File: config.mk
export PLATFORM = sky130hd
export DESIGN_NAME = adder_meas_sequencer
export DESIGN_NICKNAME = d
export VERILOG_FILES = /design/src/rtl/adder_meas_pkg.sv /design/src/rtl/meas_edge_counter.sv /design/src/rtl/adder_meas_sequencer.sv
export SDC_FILE = /design/constraint.sdc
export NUM_CORES = 1
export LEC_CHECK = 0
export BUFFER_PORTS_ARGS = -buffer_cell sky130_fd_sc_hd__buf_2
export CORE_MARGIN = 3
export CORE_UTILIZATION = 25
export CTS_CLUSTER_SIZE = 14
export DETAILED_ROUTE_END_ITERATION = 8
export GPL_ROUTABILITY_DRIVEN = 0
export PLACE_DENSITY = 0.46
export SKIP_CTS_REPAIR_TIMING = 1
export SLEW_MARGIN = 20
export SYNTH_ARGS = -nofsm -noshare
export SYNTH_HDL_FRONTEND = slang
export SYNTH_HIERARCHICAL = 1
export SYNTH_SLANG_ARGS = --single-unit
File: constraint.sdc
create_clock -name wb_clk_i -period 3 [get_ports wb_clk_i]
set_input_delay 0 -clock wb_clk_i [delete_from_list [all_inputs] [get_ports wb_clk_i]]
set_output_delay 0 -clock wb_clk_i [all_outputs]
set_load 0.1 [all_outputs]
File: src/rtl/adder_meas_pkg.sv
// Shared types and defaults for the instrumented-adder measurement sequencer.
package adder_meas_pkg;

  localparam int DEF_DATA_W   = 32;
  localparam int DEF_CNT_W    = 32;
  localparam int DEF_WIN_W    = 16;
  localparam int DEF_SETTLE   = 4;
  localparam int DRAIN_CYCLES = 2;

  typedef enum logic [2:0] {
    ST_IDLE  = 3'd0,
    ST_LOAD  = 3'd1,
    ST_RUN   = 3'd2,
    ST_DRAIN = 3'd3,
    ST_DONE  = 3'd4
  } meas_state_t;

endpackage

File: src/rtl/meas_edge_counter.sv
// Synchronizes the asynchronous chain output, detects rising edges and counts
// them while enabled, saturating at all-ones.
module meas_edge_counter #(
  parameter int CNT_W = 32
) (
  input  logic             clk,
  input  logic             rst_n,
  input  logic             clear,
  input  logic             enable,
  input  logic             async_in,
  output logic [CNT_W-1:0] count
);

  logic             sync1_r;
  logic             sync2_r;
  logic             prev_r;
  logic             edge_s;
  logic [CNT_W-1:0] count_r;

  assign edge_s = sync2_r & ~prev_r;
  assign count  = count_r;

  // two-flop synchronizer plus previous-value flop; runs in every state
  always_ff @(posedge clk or negedge rst_n) begin
    if (!rst_n) begin
      sync1_r <= 1'b0;
      sync2_r <= 1'b0;
      prev_r  <= 1'b0;
    end else begin
      sync1_r <= async_in;
      sync2_r <= sync1_r;
      prev_r  <= sync2_r;
    end
  end

  // saturating edge counter with synchronous clear
  always_ff @(posedge clk or negedge rst_n) begin
    if (!rst_n) begin
      count_r <= '0;
    end else if (clear) begin
      count_r <= '0;
    end else if (enable && edge_s && (count_r != {CNT_W{1'b1}})) begin
      count_r <= count_r + CNT_W'(1);
    end
  end

endmodule

File: src/rtl/adder_meas_sequencer.sv
// Measurement initiator for the instrumented adder: settle, gated ring window,
// drain, then response. Define ADDER_MEAS_SUM_CHECK_EN to add the rsp_err sum check.
module adder_meas_sequencer
  import adder_meas_pkg::*;
#(
  parameter int DATA_W = DEF_DATA_W,
  parameter int CNT_W  = DEF_CNT_W,
  parameter int WIN_W  = DEF_WIN_W,
  parameter int SETTLE = DEF_SETTLE
) (
  input  logic              wb_clk_i,
  input  logic              wb_rst_n_i,
  input  logic              cmd_valid,
  output logic              cmd_ready,
  input  logic [DATA_W-1:0] cmd_a,
  input  logic [DATA_W-1:0] cmd_b,
  input  logic [WIN_W-1:0]  cmd_window,
  output logic [DATA_W-1:0] adder_a,
  output logic [DATA_W-1:0] adder_b,
  output logic              ring_en,
  input  logic [DATA_W-1:0] adder_sum,
  input  logic              chain_out,
  output logic              rsp_valid,
  input  logic              rsp_ready,
  output logic [CNT_W-1:0]  rsp_count,
  output logic [DATA_W-1:0] rsp_sum,
  output logic              busy
`ifdef ADDER_MEAS_SUM_CHECK_EN
  ,
  output logic              rsp_err
`endif
);

  localparam logic [WIN_W-1:0] SETTLE_LAST = WIN_W'(SETTLE - 1);
  localparam logic [WIN_W-1:0] DRAIN_LAST  = WIN_W'(DRAIN_CYCLES - 1);

  meas_state_t       state_r;
  meas_state_t       next_state_s;
  logic [WIN_W-1:0]  phase_r;
  logic [WIN_W-1:0]  phase_nxt_s;
  logic [WIN_W-1:0]  window_r;
  logic [DATA_W-1:0] a_r;
  logic [DATA_W-1:0] b_r;
  logic [DATA_W-1:0] sum_r;
  logic              cmd_ready_r;
  logic              ring_en_r;
  logic              busy_r;
  logic              rsp_valid_r;
  logic              accept_s;
  logic              rsp_hs_s;
  logic              last_load_s;

  assign accept_s    = cmd_valid & cmd_ready_r;
  assign rsp_hs_s    = rsp_valid_r & rsp_ready;
  assign last_load_s = (state_r == ST_LOAD) && (phase_r == SETTLE_LAST);

  assign cmd_ready = cmd_ready_r;
  assign adder_a   = a_r;
  assign adder_b   = b_r;
  assign ring_en   = ring_en_r;
  assign rsp_valid = rsp_valid_r;
  assign rsp_sum   = sum_r;
  assign busy      = busy_r;

  // next-state and phase-counter logic
  always_comb begin
    next_state_s = state_r;
    case (state_r)
      ST_IDLE: begin
        if (accept_s) next_state_s = ST_LOAD;
        else          next_state_s = ST_IDLE;
      end
      ST_LOAD: begin
        if (phase_r == SETTLE_LAST) next_state_s = (window_r != '0) ? ST_RUN : ST_DRAIN;
        else                        next_state_s = ST_LOAD;
      end
      ST_RUN: begin
        if (phase_r == (window_r - WIN_W'(1))) next_state_s = ST_DRAIN;
        else                                   next_state_s = ST_RUN;
      end
      ST_DRAIN: begin
        if (phase_r == DRAIN_LAST) next_state_s = ST_DONE;
        else                       next_state_s = ST_DRAIN;
      end
      ST_DONE: begin
        if (rsp_hs_s) next_state_s = ST_IDLE;
        else          next_state_s = ST_DONE;
      end
      default: next_state_s = ST_IDLE;
    endcase

    phase_nxt_s = phase_r + WIN_W'(1);
    if ((next_state_s != state_r) || (state_r == ST_IDLE) || (state_r == ST_DONE)) begin
      phase_nxt_s = '0;
    end else begin
      phase_nxt_s = phase_r + WIN_W'(1);
    end
  end

  // state register and registered handshake/control outputs
  always_ff @(posedge wb_clk_i or negedge wb_rst_n_i) begin
    if (!wb_rst_n_i) begin
      state_r     <= ST_IDLE;
      phase_r     <= '0;
      cmd_ready_r <= 1'b1;
      busy_r      <= 1'b0;
      ring_en_r   <= 1'b0;
      rsp_valid_r <= 1'b0;
    end else begin
      state_r     <= next_state_s;
      phase_r     <= phase_nxt_s;
      cmd_ready_r <= (next_state_s == ST_IDLE);
      busy_r      <= (next_state_s != ST_IDLE);
      ring_en_r   <= (next_state_s == ST_RUN);
      // response is presented one cycle after DONE entry and drops on the handshake
      rsp_valid_r <= (state_r == ST_DONE) && !rsp_hs_s;
    end
  end

  // command latch and sum capture; operands hold their value between measurements
  always_ff @(posedge wb_clk_i or negedge wb_rst_n_i) begin
    if (!wb_rst_n_i) begin
      a_r      <= '0;
      b_r      <= '0;
      window_r <= '0;
      sum_r    <= '0;
    end else begin
      if (accept_s) begin
        a_r      <= cmd_a;
        b_r      <= cmd_b;
        window_r <= cmd_window;
      end
      if (last_load_s) begin
        sum_r <= adder_sum;
      end
    end
  end

  meas_edge_counter #(
    .CNT_W (CNT_W)
  ) u_edge_counter (
    .clk      (wb_clk_i),
    .rst_n    (wb_rst_n_i),
    .clear    (accept_s),
    .enable   (state_r == ST_RUN),
    .async_in (chain_out),
    .count    (rsp_count)
  );

`ifdef ADDER_MEAS_SUM_CHECK_EN
  logic err_r;

  function automatic logic sum_mismatch(input logic [DATA_W-1:0] a,
                                        input logic [DATA_W-1:0] b,
                                        input logic [DATA_W-1:0] s);
    logic [DATA_W-1:0] ref_sum;
    ref_sum = a + b;
    return ref_sum != s;
  endfunction

  // flags a sampled sum that disagrees with the modular reference
  always_ff @(posedge wb_clk_i or negedge wb_rst_n_i) begin
    if (!wb_rst_n_i) begin
      err_r <= 1'b0;
    end else if (last_load_s) begin
      err_r <= sum_mismatch(a_r, b_r, adder_sum);
    end
  end

  assign rsp_err = err_r;
`endif

endmodule

=== After elaboration in Yosys (flattened, before gate mapping) ===
Cells that the tools add are included.

* Output and inout bits: 132
* Bits of input ports: 117
* Register bits after elaboration: 170
* Word-level logic and storage cells: 53

* Muxes and demuxes: 10
* Bitwise gates (word level): 4
* Equality and inequality tests: 10
* Add/sub/neg operators: 3
* Reduce and logical (&&, ||, !) cells: 12

{| class="wikitable"
|+ Operator list
! kind !! number
|-
| 32-bit two-way mux || 2
|-
| 32-bit by 1-bit adder with 32-bit output, second input constant || 1
|-
| 32-bit != test, second input constant || 1
|-
| 16-bit by 1-bit adder with 16-bit output, second input constant || 1
|-
| 16-bit by 1-bit == test with 1-bit output, second input constant || 1
|-
| 16-bit == test || 1
|-
| 16-bit by 2-bit == test with 1-bit output, second input constant || 1
|-
| 16-bit two-way mux || 1
|-
| 16-bit nonzero test || 1
|-
| 16-bit by 1-bit subtractor with 16-bit output, second input constant || 1
|-
| 3-bit case mux with 5 select lines || 1
|-
| 3-bit by 2-bit == test with 1-bit output, second input constant || 3
|-
| 3-bit zero test || 2
|-
| 3-bit two-way mux || 2
|-
| 1-bit logical AND || 4
|-
| 1-bit AND || 3
|-
| 3-bit by 1-bit == test with 1-bit output, second input constant || 1
|-
| 3-bit == test, second input constant || 1
|-
| 1-bit two-way mux || 3
|-
| 3-bit != test || 1
|-
| 3-bit nonzero test || 1
|-
| 1-bit logical OR || 2
|-
| 2-bit two-way mux || 1
|-
| 2-bit nonzero test || 1
|-
| other kinds (2) || 2
|}

=== Depth between registers and ports, before layout ===
Gate-level depths: netlist of run 1.

* Word-level depth: 8
* Depth in mapped cells: 11
* Gate-level depth less buffers: 8

=== By module ===
The synthesis of run 1 kept the hierarchy.

{| class="wikitable"
|+ By module, submodules not included
! module !! cells an instance !! instances !! seq. area each (um^2) !! area each (um^2)
|-
| adder_meas_sequencer || 453 || 1 || 3379.5 || 5975.7
|-
| meas_edge_counter || 208 || 1 || 875.8 || 1891.8
|}

=== Least setup slack after synthesis of run 1 ===
OpenSTA, ideal clock, no wires.

* Path type: register -> register
* Start: reg cmd_ready_r (netlist: cmd_ready)
* End: reg u_edge_counter.count_r[14] (netlist: u_edge_counter/count[14])
* Required time: 2.868 ns
* Setup time: 0.132 ns
* Path buffers: 6
* Arrival time: 2.675 ns
* Stages on the path, launching flop included: 9
* Setup slack: 0.193 ns
* Period minus slack after synthesis: 2.807 ns
* Cell sequence: dfstp_2 -> and2_1 -> clkbuf_1 -> clkbuf_1 -> clkbuf_1 -> clkbuf_1 -> clkbuf_1 -> clkbuf_1 -> nor2_1

* Cells in the longest elaborated chain, start to end: 2
* Elaborated cells between the ends (all ways): 3
* Those cells by class: 1 x mux; 1 x bitwise; 1 x reduce/logical

{| class="wikitable"
|+ RTL lines
! element !! line !! RTL
|-
| start: declaration || adder_meas_sequencer.sv:45 || <nowiki>logic cmd_ready_r;</nowiki>
|-
| start signal: assignment || adder_meas_sequencer.sv:112 || <nowiki>cmd_ready_r <= (next_state_s == ST_IDLE);</nowiki>
|-
| 1-bit AND * || adder_meas_sequencer.sv:53 || <nowiki>assign accept_s = cmd_valid & cmd_ready_r;</nowiki>
|-
| named net accept_s || adder_meas_sequencer.sv:49 || <nowiki>logic accept_s;</nowiki>
|-
| 32-bit two-way mux or 2-bit nonzero test (tied branches) || n/a ||
|-
| end signal: assignment || meas_edge_counter.sv:43 || <nowiki>count_r <= count_r + CNT_W'(1);</nowiki>
|-
| end: declaration || meas_edge_counter.sv:18 || <nowiki>logic [CNT_W-1:0] count_r;</nowiki>
|}

Mark *: on every way through the listed nets, which the timed path passes. The rest lies on a longest branch.
A chain may end at the register's enable or synchronous reset.

=== Worst setup path in the final report of run 1 ===
* Start: reg window_r[0]
* End: reg phase_r[11]

* Cells in the longest elaborated chain, start to end: 8
* Elaborated cells between the ends (all ways): 11
* Those cells by class: 1 x add/sub; 2 x eq/ne; 5 x mux; 3 x reduce/logical

{| class="wikitable"
|+ RTL lines
! element !! line !! RTL
|-
| start: declaration || adder_meas_sequencer.sv:41 || <nowiki>logic [WIN_W-1:0] window_r;</nowiki>
|-
| start signal: assignment || adder_meas_sequencer.sv:131 || <nowiki>window_r <= cmd_window;</nowiki>
|-
| 16-bit by 1-bit subtractor with 16-bit output or 16-bit nonzero test (tied branches) || adder_meas_sequencer.sv:78, adder_meas_sequencer.sv:74 ||
|-
| 16-bit == test or 1-bit two-way mux (tied branches) || adder_meas_sequencer.sv:78, adder_meas_sequencer.sv:74 ||
|-
| 1-bit two-way mux or 2-bit two-way mux (tied branches) || adder_meas_sequencer.sv:78, adder_meas_sequencer.sv:74 ||
|-
| 3-bit case mux with 5 select lines * || adder_meas_sequencer.sv:68 || <nowiki>case (state_r)</nowiki>
|-
| 3-bit != test * || adder_meas_sequencer.sv:93 || <nowiki>if ((next_state_s != state_r) || (state_r == ST_IDLE) || (state_r == ST_DONE)) begin</nowiki>
|-
| 1-bit logical OR * (2 in series) || adder_meas_sequencer.sv:93 ||
|-
| 16-bit two-way mux * || adder_meas_sequencer.sv:93 ||
|-
| named net phase_nxt_s[11] || adder_meas_sequencer.sv:40 || <nowiki>logic [WIN_W-1:0] phase_nxt_s;</nowiki>
|-
| end signal: assignment || adder_meas_sequencer.sv:111 || <nowiki>phase_r <= phase_nxt_s;</nowiki>
|-
| end: declaration || adder_meas_sequencer.sv:39 || <nowiki>logic [WIN_W-1:0] phase_r;</nowiki>
|}

Marked as above.

==> results.yml, run 1 <==
outcome:
  status: "completed"
timing:
  fin_setup_tns_ps: 0
  unrepaired_setup_endpoints_after_global_routing: "false"
  max_slew_margin: 0.498
  final_hold_viol_count: 0
  finalCriticalPeriod_ps: 2600
  fmax_mhz: 384
  post-route-worst-setup-slack_ps: 398
  setup_viol: 0
  final.period_utilization: 0.867
  clock-skew-final_ps: 14.7
  finalMaxSlewViolations: 0
  worstMarginPinSlew_ps: 753
finish:
  multiInputGateArea_mm2: 0.00339
  finalCoreUtilization: 0.367
  layout_stage_area_growth_over_the_synthesis_result_pct: 43.9
  area.sequential_mm2: 0.00426
  layout_net_count: 1139
  filler_cell_count: 3070
  layout-drive-gt1-share: 0.412
job:
  number_of_max_cap_violations: 0
yosys:
  synth.mux.area_fraction: 0.166
  count_of_cell_types_in_the_netlist: 63
  dominantRegCellSynth: "sky130_fd_sc_hd__dfrtp_1"
  yosys_warnings: 6
  synth_top_cell_area_share: 0.538
  synth_enable_flop_cells: 0
  syn_area_per_cell_um2: 11.9
  ys_seq_area_frac: 0.541
  async_flop_share: 1.00
  synth_area_in_compound_gates: 0.0746
  postSynthRegisterBits: 170
  post_synth_inst_count: 661
  combinational_family_with_the_most_area_after_synthesis: "multiplexers"
  synth.area.top_cells: "sky130_fd_sc_hd__dfrtp_1 54%, sky130_fd_sc_hd__mux2_2 16%, sky130_fd_sc_hd__a21oi_1 2.7%, sky130_fd_sc_hd__xnor2_1 2.1%, sky130_fd_sc_hd__nand2_1 2.0%"
  post_synth_instance_area_mm2: 0.00787
  synth_area_leader_cell: "sky130_fd_sc_hd__dfrtp_1"
  syn-num-nets: 782
  post_synth_fa_ha_maj_area_fraction: 0.00636
  post_synth_and_or_nand_nor_area_fraction: 0.145
  post_synth_xor_area_fraction: 0.0390
clock_network:
  tritoncts: "built"
  numCtsBuffers: 17
  cts-root-buf: "sky130_fd_sc_hd__clkbuf_16"
  clkLatencyLatePin_ps: 430
  cts_sinks: 170
  cts.path.max_buffers: 2
  worst_setup_hold_path_clk_slew_ps: 70
  h-tree-depth: 4
floorplan:
  dieArea_mm2: 0.0336
  initial_core_util: 0.255
  io_pins: 249
  chipHeight_um: 183
  core_area_mm2: 0.0308
  rows: 64
  die_width_um: 183
setup_path:
  cp_max_fo: 16
  timing_worst_setup_path_type: "reg -> reg"
  cpLargestDelayFamily: "compound AO/OA/AOI/OAI gates"
  reg2reg_end: "phase_r[11]"
  cp_cell_sequence: "inv_1 > ha_1 > nor3b_1 > nand2_2 > o311ai_2 > o21ai_2 > a21oi_4 > a21oi_1"
  arrival_ps: 2890
  r2r_setup_slack_ps: 400
  critPathLaunchType: "flip-flop"
  max_stage_delay_ps: 450
  critical_path.reg2reg.startpoint: "window_r[0]"
  worstPathRequired_ps: 3290
  timing.critical_path.slowest_stage_cell: "sky130_fd_sc_hd__nor3b_1"
  endpoint_class_of_the_critical_path: "flip-flop"
  r2r.worst_path.cells: 8
  worstPathBufferInverterCount: 1
drt:
  routedWlPerCell_um: 15.2
  final_wirelength_mm: 21.8
  vias: 6460
  route.detailed.vias_per_inst: 4.52
  drc_errors: 0
  drt_pass1_iterations: 4
  postRouteAntennaNets: 0
  initialDrtViolationCount: 273
grt:
  antenna_found_initial: 1
  overflow: 0
  grt_start_max_net_pins: 79
  grt.total_usage: 0.122
  grt_pass1_wl_mm: 32.8
  first_global_vias: 5941
hold_path:
  worstHoldStart: "cmd_valid"
  timing.hold.worst.class: "in -> reg"
  min_delay_path_depth: 3
  holdPathEnd: "u_edge_counter/count[14]"
place:
  dp_worst_setup_slack_ps: 388
  hpwl_mm: 15.0
  numPortBuffers: 248
## worst max path at each step
stage | cells past startpoint | slack [ps] | end | startpoint
floorplan | 8 | 190 | u_edge_counter/count[14] | cmd_ready
global placement | 8 | 440 | phase_r[0] | window_r[0]
detailed placement | 8 | 390 | phase_r[0] | window_r[0]
CTS | 8 | 370 | phase_r[11] | window_r[0]
global route | 8 | 110 | phase_r[0] | window_r[0]
finish | 8 | 400 | phase_r[11] | window_r[0]
## routing by layer
metal / share of wire / wire length [um] / vias to the layer above / global-route usage
li1: - / - / 3106 / -
met1: 0.44 / 9490 / 3172 / 0.155
met2: 0.50 / 10800 / 170 / 0.199
met3: 0.056 / 1230 / 12 / 0.0420
met4: 0.010 / 221 / 0 / 0.0350
met5: 0 / 0 / - / 0
## cell usage in the layout, fill, tap and decap left out, types with 11 or more instances in the layout
| cell type | n |
|---|---|
| sky130_fd_sc_hd__clkbuf_16 | 17 |
| sky130_fd_sc_hd__xnor2_1 | 19 |
| sky130_fd_sc_hd__a21oi_1 | 43 |
| sky130_fd_sc_hd__nand4_1 | 19 |
| sky130_fd_sc_hd__dfrtp_1 | 169 |
| sky130_fd_sc_hd__xor2_1 | 16 |
| sky130_fd_sc_hd__nor2_1 | 28 |
| sky130_fd_sc_hd__dlygate4sd3_1 | 115 |
| sky130_fd_sc_hd__buf_2 | 247 |
| sky130_fd_sc_hd__mux2_2 | 111 |
| sky130_fd_sc_hd__or3_1 | 21 |
| sky130_fd_sc_hd__nand2_1 | 42 |
| sky130_fd_sc_hd__o21ai_0 | 23 |
| sky130_fd_sc_hd__nand3_1 | 22 |
| sky130_fd_sc_hd__nor3_1 | 11 |
## through the flow
step           instance area, um2  instances  hold slack (ps)
6_report                    11300       1428              162
5_1_grt                     11300       1428              187
4_1_cts                     10200       1312             -373
3_5_place_dp                 9570       1280              108
3_3_place_gp                 9570       1280              109
2_1_floorplan                7870        661             -296
## Yosys cell counts (all sizes together), types with 2 or more instances
master	n
dfrtp	169
mux2	114
a21oi	46
nand2	44
nor2	28
o21ai	26
nand3	23
or3	21
clkbuf	20
nand4	20
xnor2	19
buf	17
xor2	16
nor3	12
nor4	11
inv	10
nor2b	5
or4	5
and4	4
ha	4
nor3b	4
o31ai	4
and2	3
nand2b	3
nand3b	3
a211oi	2
a21o	2
and3	2
mux2i	2
nand4b	2
o211ai	2
## flip-flops by register name, indices dropped and copies added (netlist names)
| name | cells |
|---|---|
| cmd_ready | 1 |
| rsp_sum | 32 |
| ring_en | 1 |
| u_edge_counter/sync1_r | 1 |
| adder_a | 32 |
| busy | 1 |
| window_r | 16 |
| adder_b | 32 |
| state_r | 3 |
| phase_r | 16 |
| u_edge_counter/prev_r | 1 |
| u_edge_counter/count | 32 |
| rsp_valid | 1 |
| u_edge_counter/sync2_r | 1 |
## cell type report
class / count / area share
multi-input cells: 444 / 0.300
clock inverters: 13 / 0.0131
repair buffers: 375 / 0.224
flip-flops and latches: 170 / 0.376
inverters: 10 / 0.00331
diodes: 1 / 0.000221
clock buffers: 19 / 0.0400
well taps: 396 / 0.0438
## worst register-to-register path, stage by stage (launching register included)
cell                       delay [ps]
sky130_fd_sc_hd__dfrtp_1          430
sky130_fd_sc_hd__inv_1             90
sky130_fd_sc_hd__ha_1             330
sky130_fd_sc_hd__nor3b_1          450
sky130_fd_sc_hd__nand2_2          150
sky130_fd_sc_hd__o311ai_2         360
sky130_fd_sc_hd__o21ai_2          110
sky130_fd_sc_hd__a21oi_4          400
sky130_fd_sc_hd__a21oi_1          140
## kinds of logic (layout without fill, tap and decap cells)
logic type               Yosys count  after routing
XOR/XNOR                          35             35
multiplexers                     116            116
AO/OA/AOI/OAI                     95             95
flip-flops                       170            170
other                              0              1
AND/OR/NAND/NOR                  194            194
adder cells (fa/ha/maj)            4              4
buffers and inverters             47            417
Power of run 1 is not shown: default switching activity piles up to over one toggle a cycle in this logic, so the estimate is an artifact.
==> run 2, diff against run 1 <==
--- a/config.mk
+++ b/config.mk
@@ -5,6 +5,7 @@
 export SDC_FILE = /design/constraint.sdc
 export NUM_CORES = 1
 export LEC_CHECK = 0
+export ABC_AREA = 1
 export BUFFER_PORTS_ARGS = -buffer_cell sky130_fd_sc_hd__buf_2
 export CORE_MARGIN = 3
 export CORE_UTILIZATION = 25
==> results.yml, run 2 <==
yosys:
  synth_area_leader_cell: "sky130_fd_sc_hd__dfrtp_1"
  syn-num-nets: 1216
  syn_area_per_cell_um2: 7.66
  dominantRegCellSynth: "sky130_fd_sc_hd__dfrtp_1"
  synth_top_cell_area_share: 0.504
  synth.area.top_cells: "sky130_fd_sc_hd__dfrtp_1 50%, sky130_fd_sc_hd__nand2_1 24%, sky130_fd_sc_hd__nor2_1 4.5%, sky130_fd_sc_hd__nand3_1 3.6%, sky130_fd_sc_hd__inv_1 2.8%"
  count_of_cell_types_in_the_netlist: 38
  async_flop_share: 1.00
  post-synth-top-count-cell: "sky130_fd_sc_hd__nand2_1"
  yosys_warnings: 6
  synth_enable_flop_cells: 0
  ys_seq_area_frac: 0.507
  synth.top_cells.by_count: "531 x sky130_fd_sc_hd__nand2_1, 169 x sky130_fd_sc_hd__dfrtp_1, 101 x sky130_fd_sc_hd__nor2_1"
  post_synth_inst_count: 1095
  postSynthRegisterBits: 170
  post_synth_instance_area_mm2: 0.00839
setup_path:
  cp_cell_sequence: "inv_1 > ha_1 > nand2_1 > nor2_1 > nand3_1 > xor2_1 > inv_1 > nor2_1 > nand3_1 > nand3_1 > nand2_1 > nand2_4 > nor2_1"
  arrival_ps: 2690
  cpLargestDelayFamily: "simple AND/OR/NAND/NOR gates"
  cp_max_fo: 16
  worstPathBufferInverterCount: 2
  max_stage_delay_ps: 410
  timing_worst_setup_path_type: "reg -> reg"
  endpoint_class_of_the_critical_path: "flip-flop"
  worstPathRequired_ps: 3310
  critPathLaunchType: "flip-flop"
  timing.critical_path.slowest_stage_cell: "sky130_fd_sc_hd__dfrtp_1"
timing:
  finalCriticalPeriod_ps: 2380
  final_hold_viol_count: 0
  fmax_mhz: 420
  final.period_utilization: 0.794
  unrepaired_setup_endpoints_after_global_routing: "false"
  max_slew_margin: 0.455
  worstMarginPinSlew_ps: 818
  clock-skew-final_ps: 15.4
  fin_setup_tns_ps: 0
  setup_viol: 0
  finalMaxSlewViolations: 0
grt:
  first_global_vias: 7753
  grt.total_usage: 0.147
  overflow: 0
  grt_pass1_wl_mm: 41.6
  grt_start_max_net_pins: 86
  antenna_found_initial: 1
finish:
  layout_net_count: 1576
  final-instance-count-excl-fill: 1910
  diodes: 0
  layout_commonest_cell: "sky130_fd_sc_hd__nand2_1"
  layout-drive-gt1-share: 0.229
  layout_common_cells: "530 x sky130_fd_sc_hd__nand2_1, 247 x sky130_fd_sc_hd__buf_2, 169 x sky130_fd_sc_hd__dfrtp_1"
  layout_stage_area_growth_over_the_synthesis_result_pct: 41.4
  filler_cell_count: 3469
drt:
  met1_length_mm: 11.6
  drc_errors: 0
  met3WireLength_mm: 1.27
  initialDrtViolationCount: 374
  postRouteAntennaNets: 0
  top_sig_layer: "met5"
  routedWlPerCell_um: 13.9
  met2_wirelength_mm: 13.2
  drt_pass1_iterations: 4
  route.detailed.vias_per_inst: 4.24
  final_wirelength_mm: 26.6
  vias: 8099
floorplan:
  rows: 66
  die_width_um: 189
  dieArea_mm2: 0.0358
  chipHeight_um: 189
  core_area_mm2: 0.0328
  io_pins: 249
  initial_core_util: 0.256
clock_network:
  cts-root-buf: "sky130_fd_sc_hd__clkbuf_16"
  cts_sinks: 170
  clkLatencyLatePin_ps: 450
  h-tree-depth: 4
  tritoncts: "built"
  worst_setup_hold_path_clk_slew_ps: 70
  numCtsBuffers: 17
  cts.path.max_buffers: 2
place:
  place_inst: 1763
  numPortBuffers: 248
  hpwl_mm: 18.5
outcome:
  status: "completed"
power_and_ir_drop:
  cellLeakagePower_uw: 0.00612
  vdd_ir_drop_max_uv: 1090
  p_per_area_mw_per_mm2: 1200
job:
  number_of_max_cap_violations: 0
hold_path:
  timing.hold.worst.class: "in -> reg"
[run 2: final timing paths]
| check | startpoint | end | slack (ps) | depth (start not counted) |
|---|---|---|---|---|
| max | window_r[0] | phase_r[1] | 620 | 13 |
| min | cmd_valid | adder_a[20] | 140 | 5 |
| max reg2reg | window_r[0] | phase_r[1] | 620 | 13 |
| min reg2reg | u_edge_counter/sync1_r | u_edge_counter/sync2_r | 370 | 0 |
| max in group asynchronous | wb_rst_n_i | u_edge_counter/count[29] | 1840 | 3 |
| min in group asynchronous | wb_rst_n_i | adder_b[23] | 190 | 2 |
[run 2: per-layer routing]
metal,vias up,GRT usage
met5,-,0
met2,186,0.248
met4,2,0.0510
met1,3794,0.179
li1,4077,-
met3,40,0.0430
[run 2: kinds of logic after synthesis]
group	count (synthesis)	share of synthesized area
simple gates	750	0.377
flops	170	0.507
buf+inv	102	0.0507
fa+ha+maj	4	0.00597
xor+xnor	33	0.0345
compound gates	36	0.0242
[run 2: cell type report]
cell class	count	area [um2]	area share
flip-flops and latches	170	4260	0.359
inverters	70	264	0.0222
well taps	442	553	0.0466
clock buffers	20	457	0.0385
clock inverters	12	140	0.0118
repair buffers	373	2490	0.210
multi-input cells	823	3710	0.313
[run 2: worst register-to-register path, stage by stage, from the launching register on]
cell,delay [ps]
sky130_fd_sc_hd__dfrtp_1,410
sky130_fd_sc_hd__inv_1,120
sky130_fd_sc_hd__ha_1,260
sky130_fd_sc_hd__nand2_1,100
sky130_fd_sc_hd__nor2_1,270
sky130_fd_sc_hd__nand3_1,140
sky130_fd_sc_hd__xor2_1,150
sky130_fd_sc_hd__inv_1,50
sky130_fd_sc_hd__nor2_1,100
sky130_fd_sc_hd__nand3_1,110
sky130_fd_sc_hd__nand3_1,80
sky130_fd_sc_hd__nand2_1,80
sky130_fd_sc_hd__nand2_4,310
sky130_fd_sc_hd__nor2_1,80
[run 2: power breakdown]
group,leakage (uW),internal [uW],switching (uW)
clock network,0.000277,1280,1010
logic,0.00371,1340,6950
registers,0.00213,3120,590
total,0.00612,5740,8550
[run 2: metrics by stage]
stage / worst slack, ps / utilization / cell area, um2 / total power (uW) / hold slack (ps)
floorplan: 538 / - / 8390 / 10500 / -296
global placement: 638 / 0.309 / 10100 / 12000 / 111
detailed placement: 608 / 0.309 / 10100 / 12000 / 114
CTS: 592 / 0.327 / 10700 / 14300 / -368
global route: 258 / 0.362 / 11900 / 15100 / 199
finish: 617 / 0.362 / 11900 / 14300 / 143
Note: power is estimated with default switching activity, not from simulation.
